### config.mk
export PLATFORM = sky130hd
export DESIGN_NAME = sfu_acc_bank
export DESIGN_NICKNAME = d
export VERILOG_FILES = /design/src/rtl/sfu_acc_bank.sv
export SDC_FILE = /design/constraint.sdc
export NUM_CORES = 2
export LEC_CHECK = 0
export BUFFER_PORTS_ARGS = -buffer_cell sky130_fd_sc_hd__clkbuf_2
export CAP_MARGIN = 20
export CORE_ASPECT_RATIO = 0.8
export CORE_MARGIN = 5
export CORE_UTILIZATION = 45
export CTS_CLUSTER_SIZE = 25
export DETAILED_ROUTE_END_ITERATION = 10
export GPL_TIMING_DRIVEN = 0
export PLACE_DENSITY_LB_ADDON = 0.08
export SYNTH_ARGS = -nofsm -noshare
export SYNTH_HDL_FRONTEND = slang
export SYNTH_SLANG_ARGS = --single-unit
### constraint.sdc
create_clock -name i_clk -period 5.5 [get_ports i_clk]
set_input_delay 0.55 -clock i_clk [delete_from_list [all_inputs] [get_ports i_clk]]
set_output_delay 0.55 -clock i_clk [all_outputs]
set_load 0.005 [all_outputs]
### src/rtl/sfu_acc_bank.sv
// Per-column accumulation buffer with saturating in-place add, optional ReLU on
// the final pass, a single valid/ready output register and sticky saturation flags.

module sfu_acc_lane #(
  parameter int psum_bw = 16,
  parameter int depth   = 16,
  parameter int aw      = $clog2(depth)
) (
  input  logic               i_clk,
  input  logic               i_reset,
  input  logic               i_acc,
  input  logic               i_first,
  input  logic               i_emit,
  input  logic               i_drop,
  input  logic               i_relu_en,
  input  logic               i_clr_flag,
  input  logic [aw-1:0]      i_addr,
  input  logic [psum_bw-1:0] i_din,
  output logic [psum_bw-1:0] o_data,
  output logic               o_sat
);
  logic [psum_bw-1:0] r_mem [depth];
  logic [psum_bw-1:0] r_data;
  logic               r_sat;
  logic [psum_bw-1:0] w_m, w_new, w_out;
  logic [psum_bw:0]   w_sum;
  logic               w_ovf, w_sat;

  // Sum one bit wider; disagreement of the top two bits means overflow.
  always_comb begin
    w_m   = r_mem[i_addr];
    w_sum = {w_m[psum_bw-1], w_m} + {i_din[psum_bw-1], i_din};
    w_ovf = w_sum[psum_bw] ^ w_sum[psum_bw-1];
    w_new = w_sum[psum_bw-1:0];
    if (i_first)
      w_new = i_din;
    else if (w_ovf)
      w_new = w_sum[psum_bw] ? {1'b1, {(psum_bw-1){1'b0}}} : {1'b0, {(psum_bw-1){1'b1}}};
    w_sat = i_acc && !i_first && w_ovf;
    w_out = (i_relu_en && w_new[psum_bw-1]) ? '0 : w_new;
  end

  always_ff @(posedge i_clk) begin
    if (i_reset) begin
      for (int k = 0; k < depth; k++) r_mem[k] <= '0;
      r_data <= '0;
      r_sat  <= 1'b0;
    end else begin
      if (i_acc) r_mem[i_addr] <= w_new;
      if (i_emit)      r_data <= w_out;
      else if (i_drop) r_data <= '0;
      if (w_sat)           r_sat <= 1'b1;
      else if (i_clr_flag) r_sat <= 1'b0;
    end
  end

  assign o_data = r_data;
  assign o_sat  = r_sat;
endmodule

module sfu_acc_bank #(
  parameter int psum_bw = 16,
  parameter int col     = 8,
  parameter int depth   = 16,
  parameter int aw      = $clog2(depth)
) (
  input  logic                   i_clk,
  input  logic                   i_reset,
  input  logic                   i_in_valid,
  output logic                   o_in_ready,
  input  logic [psum_bw*col-1:0] i_in_data,
  input  logic [aw-1:0]          i_in_addr,
  input  logic                   i_first,
  input  logic                   i_last,
  input  logic                   i_relu_en,
  input  logic                   i_clr_flags,
  output logic                   o_out_valid,
  input  logic                   i_out_ready,
  output logic [psum_bw*col-1:0] o_out_data,
  output logic [aw-1:0]          o_out_addr,
  output logic [col-1:0]         o_sat_flag
);
  logic [col-1:0][psum_bw-1:0] w_din, w_dout;
  logic                        r_out_valid;
  logic [aw-1:0]               r_out_addr;
  logic                        w_acc, w_emit, w_drop;

  assign o_in_ready = !r_out_valid || i_out_ready;
  assign w_acc      = i_in_valid && o_in_ready;
  assign w_emit     = w_acc && i_last;
  // A fresh last beat overrides the handshake clear, so outputs stream without a bubble.
  assign w_drop     = r_out_valid && i_out_ready && !w_emit;
  assign w_din      = i_in_data;

  for (genvar g = 0; g < col; g++) begin : g_lane
    sfu_acc_lane #(.psum_bw(psum_bw), .depth(depth), .aw(aw)) u_lane (
      .i_clk      (i_clk),
      .i_reset    (i_reset),
      .i_acc      (w_acc),
      .i_first    (i_first),
      .i_emit     (w_emit),
      .i_drop     (w_drop),
      .i_relu_en  (i_relu_en),
      .i_clr_flag (i_clr_flags),
      .i_addr     (i_in_addr),
      .i_din      (w_din[g]),
      .o_data     (w_dout[g]),
      .o_sat      (o_sat_flag[g])
    );
  end

  always_ff @(posedge i_clk) begin
    if (i_reset) begin
      r_out_valid <= 1'b0;
      r_out_addr  <= '0;
    end else if (w_emit) begin
      r_out_valid <= 1'b1;
      r_out_addr  <= i_in_addr;
    end else if (w_drop) begin
      r_out_valid <= 1'b0;
      r_out_addr  <= '0;
    end
  end

  assign o_out_valid = r_out_valid;
  assign o_out_addr  = r_out_addr;
  assign o_out_data  = w_dout;
endmodule

==> flow_summary.yaml <==
run_status:
  status: "complete, no violations"
pwr:
  internal_power_mw: 30.4
  switching_share_pct: 27.9
  ir_drop_mv: 0.268
  p_leak_nw: 42.5
  seqPwrFrac_pct: 45.3
  powerDensity_nw_per_um2: 362
  clockPowerShare_pct: 37.4
  p_sw_mw: 11.8
  p_comb_share_pct: 17.3
finish:
  seq_area_um2: 64300
  fin_util_pct: 53.2
  area_delta_synth_final_pct: 17.9
  fillerInstances: 18400
  final_nets: 7943
  layout-drive-gt1-share_pct: 24.3
  layout_common_cells: "2101 x nor2_1, 2048 x edfxtp_1, 640 x mux4_2, 395 x clkbuf_2, 345 x clkbuf_1"
  multi_input_area_um2: 33100
  final_common_cell: "nor2_1"
synthesis:
  syn-instance-count: 6952
  synth_nets: 7228
  ys_seq_area_share_pct: 65.0
  ys_warn_count: 0
  ys_seq_elements: 2189
  synth.top_cells.by_area: "edfxtp_1 62%, mux4_2 15%, nor2_1 8.0%, dfxtp_1 2.9%, clkbuf_1 1.7%"
  synth_top_area_share_pct: 62.1
  syn_area_um2: 99000
  synthArstFlopShare_pct: 0
  yosysUniqueCellTypes: 90
  synth_edf_count: 2048
  synth_top_area_cell: "edfxtp_1"
  ys.flop_type: "edfxtp_1"
  avgSynthCellArea_um2: 14.2
sta:
  finalCritPeriodShare_pct: 98.8
  clock.fmax_mhz: 184
  fin_crit_ns: 5.43
  hold_viol_final: 0
  tightestPinTransition_ns: 1.29
  slew_headroom_pct: 14.2
  finalSetupTns_ns: 0
  rsz0062_at_grt: "true"
  finClkSkew_ns: 0.0559
  setup_viol: 0
  hold_ws_ns: 0.0632
  report.final.slew_viol_count: 0
floorplan:
  io_pins: 282
  fp.coreArea_um2: 219000
  start_util_pct: 45.1
  rows: 154
  die_y_um: 429
  die_w_um: 534
  dieArea_um2: 229000
critical_path:
  required_ns: 6.09
  worst-r2r-setup-slack_ns: 0.48
  critical_path_class: "in2reg"
  r2r_start: "g_lane[2].u_lane.r_mem[3][0]"
  setup.worst_path.end_class: "register"
  critical_path.startpoint: "i_in_addr[0]"
  start_kind: "primary input"
  reg2regPathDepth: 15
  cp.arrival_ns: 6.02
  r2r_end: "g_lane[2].u_lane.r_mem[0][3]"
  endpoint: "g_lane[2].u_lane.r_mem[0][3]"
  critPathMaxFanout: 10
routing:
  vias: 67500
  ant_nets: 0
  drt_first_pass_iters: 5
  first_iter_violations: 10400
  via_per_inst: 6.28
  wl_per_cell_um: 35.1
  drc: 0
  routed_wl_um: 378000
global_route:
  grt_pass1_wl_um: 520000
  grt_overflow: 0
  antenna_found_initial: 30
  grt_pass1_vias: 64200
  track_usage_pct: 32.5
  grt_max_degree: 47
clock_tree:
  cts.reportedPaths.clkPinSlew_ns: 0.07
  clkLatencyLatePin_ns: 0.92
  cts_tree: "done"
  cts_sinks: 2189
  cts-buffers-inserted: 228
  cts_buffer_depth: 4
  root_buffer: "clkbuf_16"
  htree_levels: 4
worst_hold_path:
  worstHoldPathType: "in2reg"
placement:
  dp_hpwl_um: 263000
  io_buffers: 277
  globalplace.congestion: 0.904
job:
  drv_cap: 0
==> how the worst min path moves through the flow <==
| stage | from | to | slack (ns) | cells past startpoint |
|---|---|---|---|---|
| 2_1_floorplan | g_lane[0].u_lane.o_sat | g_lane[0].u_lane.o_sat | 0.45 | 2 |
| 3_3_place_gp | g_lane[0].u_lane.o_data[12] | g_lane[0].u_lane.o_data[12] | 0.43 | 2 |
| 3_5_place_dp | g_lane[2].u_lane.o_data[7] | g_lane[2].u_lane.o_data[7] | 0.44 | 2 |
| 4_1_cts | i_in_data[25] | g_lane[1].u_lane.o_data[9] | 0.02 | 3 |
| 5_1_grt | i_in_data[25] | g_lane[1].u_lane.o_data[9] | 0.03 | 3 |
| 6_report | i_in_data[88] | g_lane[5].u_lane.o_data[8] | 0.06 | 3 |
==> cell type report <==
cell class | count | share of cell area (%)
multi-input combinational | 4143 | 28.4
inverter | 32 | 0.103
clock buffer | 292 | 5.18
sequential | 2189 | 55.1
timing repair buffer | 498 | 4.54
tap | 2886 | 3.10
buffer | 575 | 2.37
antenna | 15 | 0.0322
clock inverter | 121 | 1.13
==> power groups by stage <==
stage / clock (mW) / combinational, mW / sequential, mW
6_report: 15.8 / 7.32 / 19.1
5_1_grt: 16.6 / 7.72 / 19.2
4_1_cts: 15.9 / 7.14 / 19.1
3_5_place_dp: 0 / 6.80 / 19.5
3_3_place_gp: 0 / 6.45 / 19.7
2_1_floorplan: 0 / 4.13 / 19.5
==> cells in the mapped netlist (40+ instances only) <==
cell type	count
nand2_1	206
a21o_1	44
nor2_1	2105
xnor2_1	55
ha_1	128
clkbuf_1	456
nand2b_1	40
nor3_1	65
edfxtp_1	2048
buf_2	81
o21ai_0	216
mux4_2	640
a211oi_1	40
xor2_1	44
a21oi_1	145
dfxtp_1	141
==> per-stage QoR <==
stage / total power [mW] / setup slack, ns / area [µm²] / cells
after global placement: 26.2 / -7.22 / 104000 / 10100
after floorplan: 23.6 / -0.108 / 99100 / 6952
after global routing: 43.4 / -0.0274 / 117000 / 10700
after CTS: 42.1 / -0.0549 / 116000 / 10700
after detailed placement: 26.3 / -2.89 / 108000 / 10300
final: 42.2 / 0.0664 / 117000 / 10800
==> worst max-delay path: stages <==
cell and delay, ns:
clkbuf_1 0.24, buf_12 0.25, clkbuf_16 0.26, buf_6 0.27
mux4_2 0.54, mux4_2 0.61, ha_1 0.28, fa_1 0.47
a211oi_1 0.33, o21ai_0 0.22, a21oi_2 0.29, o41a_1 0.23
mux2i_4 0.15, nor2_2 0.20, buf_2 0.29, a211oi_1 0.09
a21oi_2 0.32, buf_2 0.28, nor2_1 0.07
==> registers in the layout (all words and copies together) (netlist names) <==
| register | cells |
|---|---|
| o_out_valid | 1 |
| g_lane.u_lane.o_data | 128 |
| g_lane.u_lane.o_sat | 8 |
| g_lane.u_lane.r_mem | 2048 |
| o_out_addr | 4 |
==> repair_timing <==
item                                    in CTS  in global routing
endpoints found under the setup margin    2178               1273
hold buffers                                 1                  0
buffers inserted                            24                  6
gates resized for setup                    239                150
pin swaps                                   15                  3
hold endpoints to repair                     1                  0
cloned                                       0                  0
==> cells by family after synthesis <==
| kind of cell | Yosys count | synth area share (%) |
|---|---|---|
| compound gates | 664 | 4.20 |
| buf+inv | 620 | 2.50 |
| xor+xnor | 100 | 0.893 |
| flops | 2189 | 65.0 |
| simple gates | 2524 | 10.0 |
| mux | 683 | 15.2 |
| fa+ha+maj | 172 | 2.15 |
==> metal layers <==
metal | GRT usage (%) | up-vias | wire length [µm]
met4 | 12.4 | 14 | 17000
li1 | - | 27400 | -
met3 | 8.52 | 684 | 46700
met2 | 47.5 | 4451 | 165000
met5 | 0 | - | 96
met1 | 46.9 | 35000 | 149000
(Power assumes the default switching activity.)
